--- src/rtl/core_pkg.sv ---
// Shared RV32I core definitions: datapath width, ALU op codes, writeback selects
// and the decoded control bundle carried through the D/E pipeline register.
package core_pkg;

    localparam int XLEN = 32;

    typedef enum logic [2:0] {
        ALU_ADD     = 3'b000,
        ALU_SUB     = 3'b001,
        ALU_AND     = 3'b010,
        ALU_OR      = 3'b011,
        ALU_SLL     = 3'b100,
        ALU_SLT     = 3'b101,
        ALU_SRL_SRA = 3'b110,
        ALU_XOR     = 3'b111
    } alu_op_e;

    typedef enum logic [1:0] {
        RES_ALU = 2'b00,
        RES_MEM = 2'b01,
        RES_PC4 = 2'b10
    } result_src_e;

    // All-zero encoding of this bundle is a bubble: no writeback, no store, no redirect.
    typedef struct packed {
        logic       valid;
        logic [2:0] alu_control;
        logic       alu_src;
        logic       reg_write;
        logic       mem_write;
        logic       jump;
        logic       branch;
        logic [1:0] result_src;
        logic [2:0] funct3;
        logic       pred_taken;
    } ctrl_t;

    localparam int CTRL_W = $bits(ctrl_t);

endpackage

--- src/rtl/pipe_reg.sv ---
// Generic pipeline register with synchronous reset, clear (bubble) and enable (hold).
// Priority on each edge: reset > clear > enable.
module pipe_reg #(
    parameter int WIDTH = 32
) (
    input  logic             clk,
    input  logic             reset,
    input  logic             i_en,
    input  logic             i_clr,
    input  logic [WIDTH-1:0] i_d,
    output logic [WIDTH-1:0] o_q
);

    logic [WIDTH-1:0] r_q;

    // NOTE: non-blocking assignment so every stage samples pre-edge values.
    always_ff @(posedge clk) begin
        if (reset || i_clr) begin
            r_q <= '0;
        end else if (i_en) begin
            r_q <= i_d;
        end
    end

    assign o_q = r_q;

endmodule

--- src/rtl/id_ex_reg.sv ---
// Decode/execute pipeline register with hazard stall (hold) and flush (bubble).
// Optional perf counters enabled by defining ID_EX_PERF_CNT_EN.
module id_ex_reg
    import core_pkg::*;
#(
    parameter int XLEN  = core_pkg::XLEN,
    parameter int CNT_W = 32
) (
    input  logic            clk,
    input  logic            reset,
    input  logic            stall_e,
    input  logic            flush_e,
    input  logic            valid_d,
    input  logic [XLEN-1:0] pc_d,
    input  logic [XLEN-1:0] pcplus4_d,
    input  logic [XLEN-1:0] rd1_d,
    input  logic [XLEN-1:0] rd2_d,
    input  logic [XLEN-1:0] imm_ext_d,
    input  logic [4:0]      rs1_d,
    input  logic [4:0]      rs2_d,
    input  logic [4:0]      rd_d,
    input  logic [2:0]      alu_control_d,
    input  logic            alu_src_d,
    input  logic            reg_write_d,
    input  logic            mem_write_d,
    input  logic            jump_d,
    input  logic            branch_d,
    input  logic [1:0]      result_src_d,
    input  logic [2:0]      funct3_d,
    input  logic            pred_taken_d,
    output logic            valid_e,
    output logic [XLEN-1:0] pc_e,
    output logic [XLEN-1:0] pcplus4_e,
    output logic [XLEN-1:0] rd1_e,
    output logic [XLEN-1:0] rd2_e,
    output logic [XLEN-1:0] imm_ext_e,
    output logic [4:0]      rs1_e,
    output logic [4:0]      rs2_e,
    output logic [4:0]      rd_e,
    output logic [2:0]      alu_control_e,
    output logic            alu_src_e,
    output logic            reg_write_e,
    output logic            mem_write_e,
    output logic            jump_e,
    output logic            branch_e,
    output logic [1:0]      result_src_e,
    output logic [2:0]      funct3_e,
    output logic            pred_taken_e
`ifdef ID_EX_PERF_CNT_EN
    ,
    output logic [CNT_W-1:0] bubble_cnt,
    output logic [CNT_W-1:0] stall_cnt
`endif
);

    localparam int DATA_W = 5 * XLEN + 15;

    ctrl_t             w_ctrl_d;
    ctrl_t             w_ctrl_e;
    logic [DATA_W-1:0] w_data_d;
    logic [DATA_W-1:0] w_data_e;
    logic              w_load_en;

    // Flush outranks stall inside pipe_reg, so a squash always lands even mid-hold.
    assign w_load_en = ~stall_e;

    always_comb begin
        w_ctrl_d             = '0;
        w_ctrl_d.valid       = valid_d;
        w_ctrl_d.alu_control = alu_control_d;
        w_ctrl_d.alu_src     = alu_src_d;
        w_ctrl_d.reg_write   = reg_write_d;
        w_ctrl_d.mem_write   = mem_write_d;
        w_ctrl_d.jump        = jump_d;
        w_ctrl_d.branch      = branch_d;
        w_ctrl_d.result_src  = result_src_d;
        w_ctrl_d.funct3      = funct3_d;
        w_ctrl_d.pred_taken  = pred_taken_d;
    end

    assign w_data_d = {pc_d, pcplus4_d, rd1_d, rd2_d, imm_ext_d, rs1_d, rs2_d, rd_d};

    pipe_reg #(.WIDTH(CTRL_W)) u_ctrl_reg (
        .clk   (clk),
        .reset (reset),
        .i_en  (w_load_en),
        .i_clr (flush_e),
        .i_d   (w_ctrl_d),
        .o_q   (w_ctrl_e)
    );

    pipe_reg #(.WIDTH(DATA_W)) u_data_reg (
        .clk   (clk),
        .reset (reset),
        .i_en  (w_load_en),
        .i_clr (flush_e),
        .i_d   (w_data_d),
        .o_q   (w_data_e)
    );

    assign valid_e       = w_ctrl_e.valid;
    assign alu_control_e = w_ctrl_e.alu_control;
    assign alu_src_e     = w_ctrl_e.alu_src;
    assign reg_write_e   = w_ctrl_e.reg_write;
    assign mem_write_e   = w_ctrl_e.mem_write;
    assign jump_e        = w_ctrl_e.jump;
    assign branch_e      = w_ctrl_e.branch;
    assign result_src_e  = w_ctrl_e.result_src;
    assign funct3_e      = w_ctrl_e.funct3;
    assign pred_taken_e  = w_ctrl_e.pred_taken;

    assign {pc_e, pcplus4_e, rd1_e, rd2_e, imm_ext_e, rs1_e, rs2_e, rd_e} = w_data_e;

`ifdef ID_EX_PERF_CNT_EN
    logic [CNT_W-1:0] r_bubble_cnt;
    logic [CNT_W-1:0] r_stall_cnt;

    // Counts follow the register's own priority; both wrap silently.
    always_ff @(posedge clk) begin
        if (reset) begin
            r_bubble_cnt <= '0;
            r_stall_cnt  <= '0;
        end else if (flush_e) begin
            r_bubble_cnt <= r_bubble_cnt + 1'b1;
        end else if (stall_e) begin
            r_stall_cnt  <= r_stall_cnt + 1'b1;
        end
    end

    assign bubble_cnt = r_bubble_cnt;
    assign stall_cnt  = r_stall_cnt;
`else
    localparam int unused_cnt_w = CNT_W;
`endif

endmodule

--- config.mk ---
export PLATFORM = sky130hd
export DESIGN_NAME = id_ex_reg
export DESIGN_NICKNAME = d
export VERILOG_FILES = /design/src/rtl/core_pkg.sv /design/src/rtl/pipe_reg.sv /design/src/rtl/id_ex_reg.sv
export SDC_FILE = /design/constraint.sdc
export NUM_CORES = 1
export LEC_CHECK = 0
export BUFFER_PORTS_ARGS = -buffer_cell sky130_fd_sc_hd__clkbuf_2
export CAP_MARGIN = 20
export CORE_AREA = 2 2 151 153
export CTS_CLUSTER_DIAMETER = 100
export DETAILED_ROUTE_END_ITERATION = 6
export DIE_AREA = 0 0 153 155
export PLACE_DENSITY = 0.61
export SLEW_MARGIN = 20
export SYNTH_ARGS = -nofsm -noshare
export SYNTH_HDL_FRONTEND = slang
export SYNTH_SLANG_ARGS = --single-unit
--- constraint.sdc ---
create_clock -name clk -period 1.16 [get_ports clk]
set_input_delay 0.174 -clock clk [delete_from_list [all_inputs] [get_ports clk]]
set_output_delay 0.174 -clock clk [all_outputs]
set_load 0.01 [all_outputs]
# After elaboration in Yosys (flattened, before gate mapping)
# Index checks and enable logic that the tools add are counted.
# word_totals
regBits	190
inputBits	194
out_inout_bits	190
# op_classes
n_reduce_logical	1
# ops
cell	n
$logic_or 1x1->1	1

# Logic depth before layout (Yosys ltp)
# depth
depth_word	1
mapped_depth	5
mapped_depth_nobuf	2

# Hierarchy
# Synthesis repeated with hierarchy kept, for this count alone.
# hier_totals
hier_cells	617
hier_area_um2	6900.4
# by_module_without_submodules
module	instances	cells_each	area_per_inst_um2	seq_area_each_um2
pipe_reg at u_data_reg	1	566	6338.6	3503.4
pipe_reg at u_ctrl_reg	1	50	558.0	300.3
id_ex_reg	1	1	3.8	0.0

# Worst setup path after synthesis
# Ideal clock, no wire load.
# synth_path
path_type	input-to-reg
from	input port stall_e
to	register u_data_reg.r_q[100], in the netlist u_data_reg.o_q[100]
arrival_ns	0.869
path_slack_ns	0.177
cell_stages	5
n_path_buf	3
cell_sequence	buf_2 buf_6 buf_4 mux2i_1 nor2_1
# synth_rtl
item	line	text
start: declaration	id_ex_reg.sv:11	input logic stall_e,
end signal: assignment	pipe_reg.sv:21	r_q <= i_d;
end: declaration	pipe_reg.sv:14	logic [WIDTH-1:0] r_q;

# Worst setup path after layout
# layout_path
from	register u_data_reg.r_q[3], in the netlist u_data_reg.o_q[3]
to	output port rd_e[3]
# layout_rtl
item	line	text
end: declaration	id_ex_reg.sv:39	output logic [4:0] rd_e,
# No word-level cell between the ends.

==> flow_metrics.py <==
metrics = {
    "detailed_routing": {
        "drc": 0,
        "drt-initial-drc-count": 278,
        "vias": 6351,
        "drt-wirelength-per-cell_um": 14.3,
        "first_pass_iters": 4,
        "vias_per_cell": 4.30,
        "wirelength_um": 21100,
        "ant_nets": 0,
    },
    "timing": {
        "tns_ns": 0,
        "maxSlewViolCount": 0,
        "rsz0062_at_grt": "false",
        "hold_viol": 0,
        "fin_ws_ns": 0.0507,
        "setup_viol": 0,
        "layout_min_cycle_time_ns": 1.11,
        "worst_pin_slew_ns": 0.354,
        "fin_crit_sh_pct": 95.6,
        "max_slew_margin_pct": 76.4,
        "clock_skew_ns": 0,
        "fmax_ghz": 0.901,
    },
    "floorplan": {
        "pin_count": 384,
        "core_sq_mm": 0.0222,
        "start_util_pct": 30.3,
        "dieArea_sq_mm": 0.0237,
        "die_w_um": 153,
        "rows": 55,
        "die_h_um": 155,
    },
    "setup_path": {
        "end_kind": "primary output",
        "crit_family": "flip-flops",
        "path_cells": "clkbuf_2",
        "slowest_delay_ns": 0.36,
        "worstPathArrival_ns": 0.94,
        "worstPathRequired_ns": 0.99,
        "path_buf_inv": 1,
        "cp_max_fo": 2,
        "reg2regPathDepth": 2,
        "start_kind": "flop",
        "critical_path_depth": 1,
        "slowest_stage": "dfxtp_1",
        "critPathKind": "flop to primary output",
    },
    "clock_network": {
        "numCtsBuffers": 17,
        "htreeDepth": 4,
        "cts.sinks": 190,
        "cts_tree": "yes",
        "clk_pin_slew_ns": 0.08,
        "clock_latency_ns": 0.42,
        "cts.path.max_buffers": 2,
        "root_buffer": "clkbuf_16",
    },
    "synth": {
        "ys_warn_count": 0,
        "synth_area_leaders": "dfxtp_1 57%, mux2i_1 28%, nor2_1 11%",
        "synth_common_cells": "190 x dfxtp_1, 190 x mux2i_1, 190 x nor2_1",
        "yosysTopAreaCellShare_pct": 56.6,
        "synth.distinct_cells": 9,
        "async_flop_share_pct": 0,
        "avgSynthCellArea_sq_um": 11.0,
        "postSynthCellCount": 613,
        "synth_flop_cell": "dfxtp_1",
        "syn_area_sq_mm": 0.00672,
        "synth_edf_count": 0,
        "synth-seq-area-share_pct": 56.6,
        "synth_nets": 807,
        "ys_ff_latch": 190,
        "yosys.area.top_type": "dfxtp_1",
    },
    "final_layout": {
        "fin_nets": 1373,
        "n_fill_cell": 1955,
        "fin_util_pct": 51.7,
        "regArea_sq_mm": 0.00381,
        "stdcell_area_sq_mm": 0.0115,
        "drive_above_1_share_pct": 37.5,
        "area.growth.synth_to_final_pct": 71.0,
        "multi_input_area_sq_mm": 0.00262,
    },
    "grt": {
        "grt_first_pass_wirelength_um": 32800,
        "grt-ovfl-total": 0,
        "first_global_vias": 6569,
        "antenna_found_initial": 0,
        "grt_usage_pct": 17.0,
        "grt_start_max_net_pins": 34,
    },
    "placement": {
        "post-place-ws_ns": 0.0671,
        "dpl.hpwl_um": 13900,
        "placed_area_sq_mm": 0.00913,
        "gp_congestion": 0.743,
        "portBuffers": 383,
    },
    "run": {
        "maxCapViolCount": 0,
    },
    "power": {
        "cellLeakagePower_nw": 5.84,
        "p_per_area_mw_per_mm2": 1280,
        "peakVddDrop_mv": 0.896,
        "design_power_total_w": 0.0147,
    },
    "status": {
        "status": "finished, final reports clean",
    },
    "worst_hold_path": {
        "hp-class": "input port to flop",
        "whs_path_depth": 3,
    },
}
stage by stage:
step	cells	hold WS, ns
finish	1478	0.0184
detailed placement	1266	0.413
global route	1477	0.00135
CTS	1477	0.00355
global placement	1266	0.402
floorplan	613	0.318
area by class of cell:
type | count | share of cell area [%]
Antenna cell | 1 | 0.0218
Multi-Input combinational cell | 381 | 22.8
Clock inverter | 12 | 1.00
Tap cell | 285 | 3.10
Timing Repair Buffer | 589 | 36.0
Sequential cell | 190 | 33.1
Clock buffer | 20 | 3.97
report_power, final:
| group | switching [W] | internal, W |
|---|---|---|
| registers | 0.000118 | 0.00674 |
| clock network | 0.00276 | 0.00297 |
| logic | 0.000881 | 0.00122 |
metal layers:
metal  GRT usage [%]  vias up  share of wire [%]
met2            30.4      264                 50
met1            18.9     2901                 41
met4            6.13        0                2.0
li1                -     3161                  -
met3            5.52       25                7.1
met5               0        -                  0
sequential cells by signal, indices dropped and copies added, names as in the netlist:
| register | cells |
|---|---|
| u_ctrl_reg.o_q | 15 |
| u_data_reg.o_q | 175 |
placed cells by master, fill, tap and decap left out, drive strengths merged:
| cell | count |
|---|---|
| clkbuf | 402 |
| mux2i | 190 |
| nor2 | 190 |
| dfxtp | 190 |
| dlygate4sd3 | 179 |
| buf | 28 |
| inv | 8 |
| clkinv | 4 |
| diode | 1 |
| or2 | 1 |
path summary, 6_finish.rpt:
path / endpoint / start / slack (ns)
worst max-delay path: rd_e[3] / u_data_reg.o_q[3]$_SDFFE_PP0N_ / 0.05
worst min-delay path: u_data_reg.o_q[26]$_SDFFE_PP0N_ / imm_ext_d[11] / 0.02
worst max register to register: u_ctrl_reg.o_q[2]$_SDFFE_PP0N_ / u_ctrl_reg.o_q[2]$_SDFFE_PP0N_ / 0.48
worst min register to register: u_data_reg.o_q[146]$_SDFFE_PP0N_ / u_data_reg.o_q[146]$_SDFFE_PP0N_ / 0.50
logic make-up after synthesis:
logic type / count (synthesis) / synth area share, %
buffers and inverters: 42 / 4.45
muxes: 190 / 28.3
and+or+nand+nor: 191 / 10.7
DFF: 190 / 56.6
repair_timing:
| item | CTS | global route |
|---|---|---|
| endpoints found under the setup margin | 1 | 4 |
| gates cloned | 0 | 0 |
| hold buffers | 179 | 0 |
| resized for setup | 1 | 4 |
| buffers inserted | 0 | 0 |
| endpoints found under the hold margin | 179 | 0 |
No activity file was read; power rests on OpenSTA's default activity.
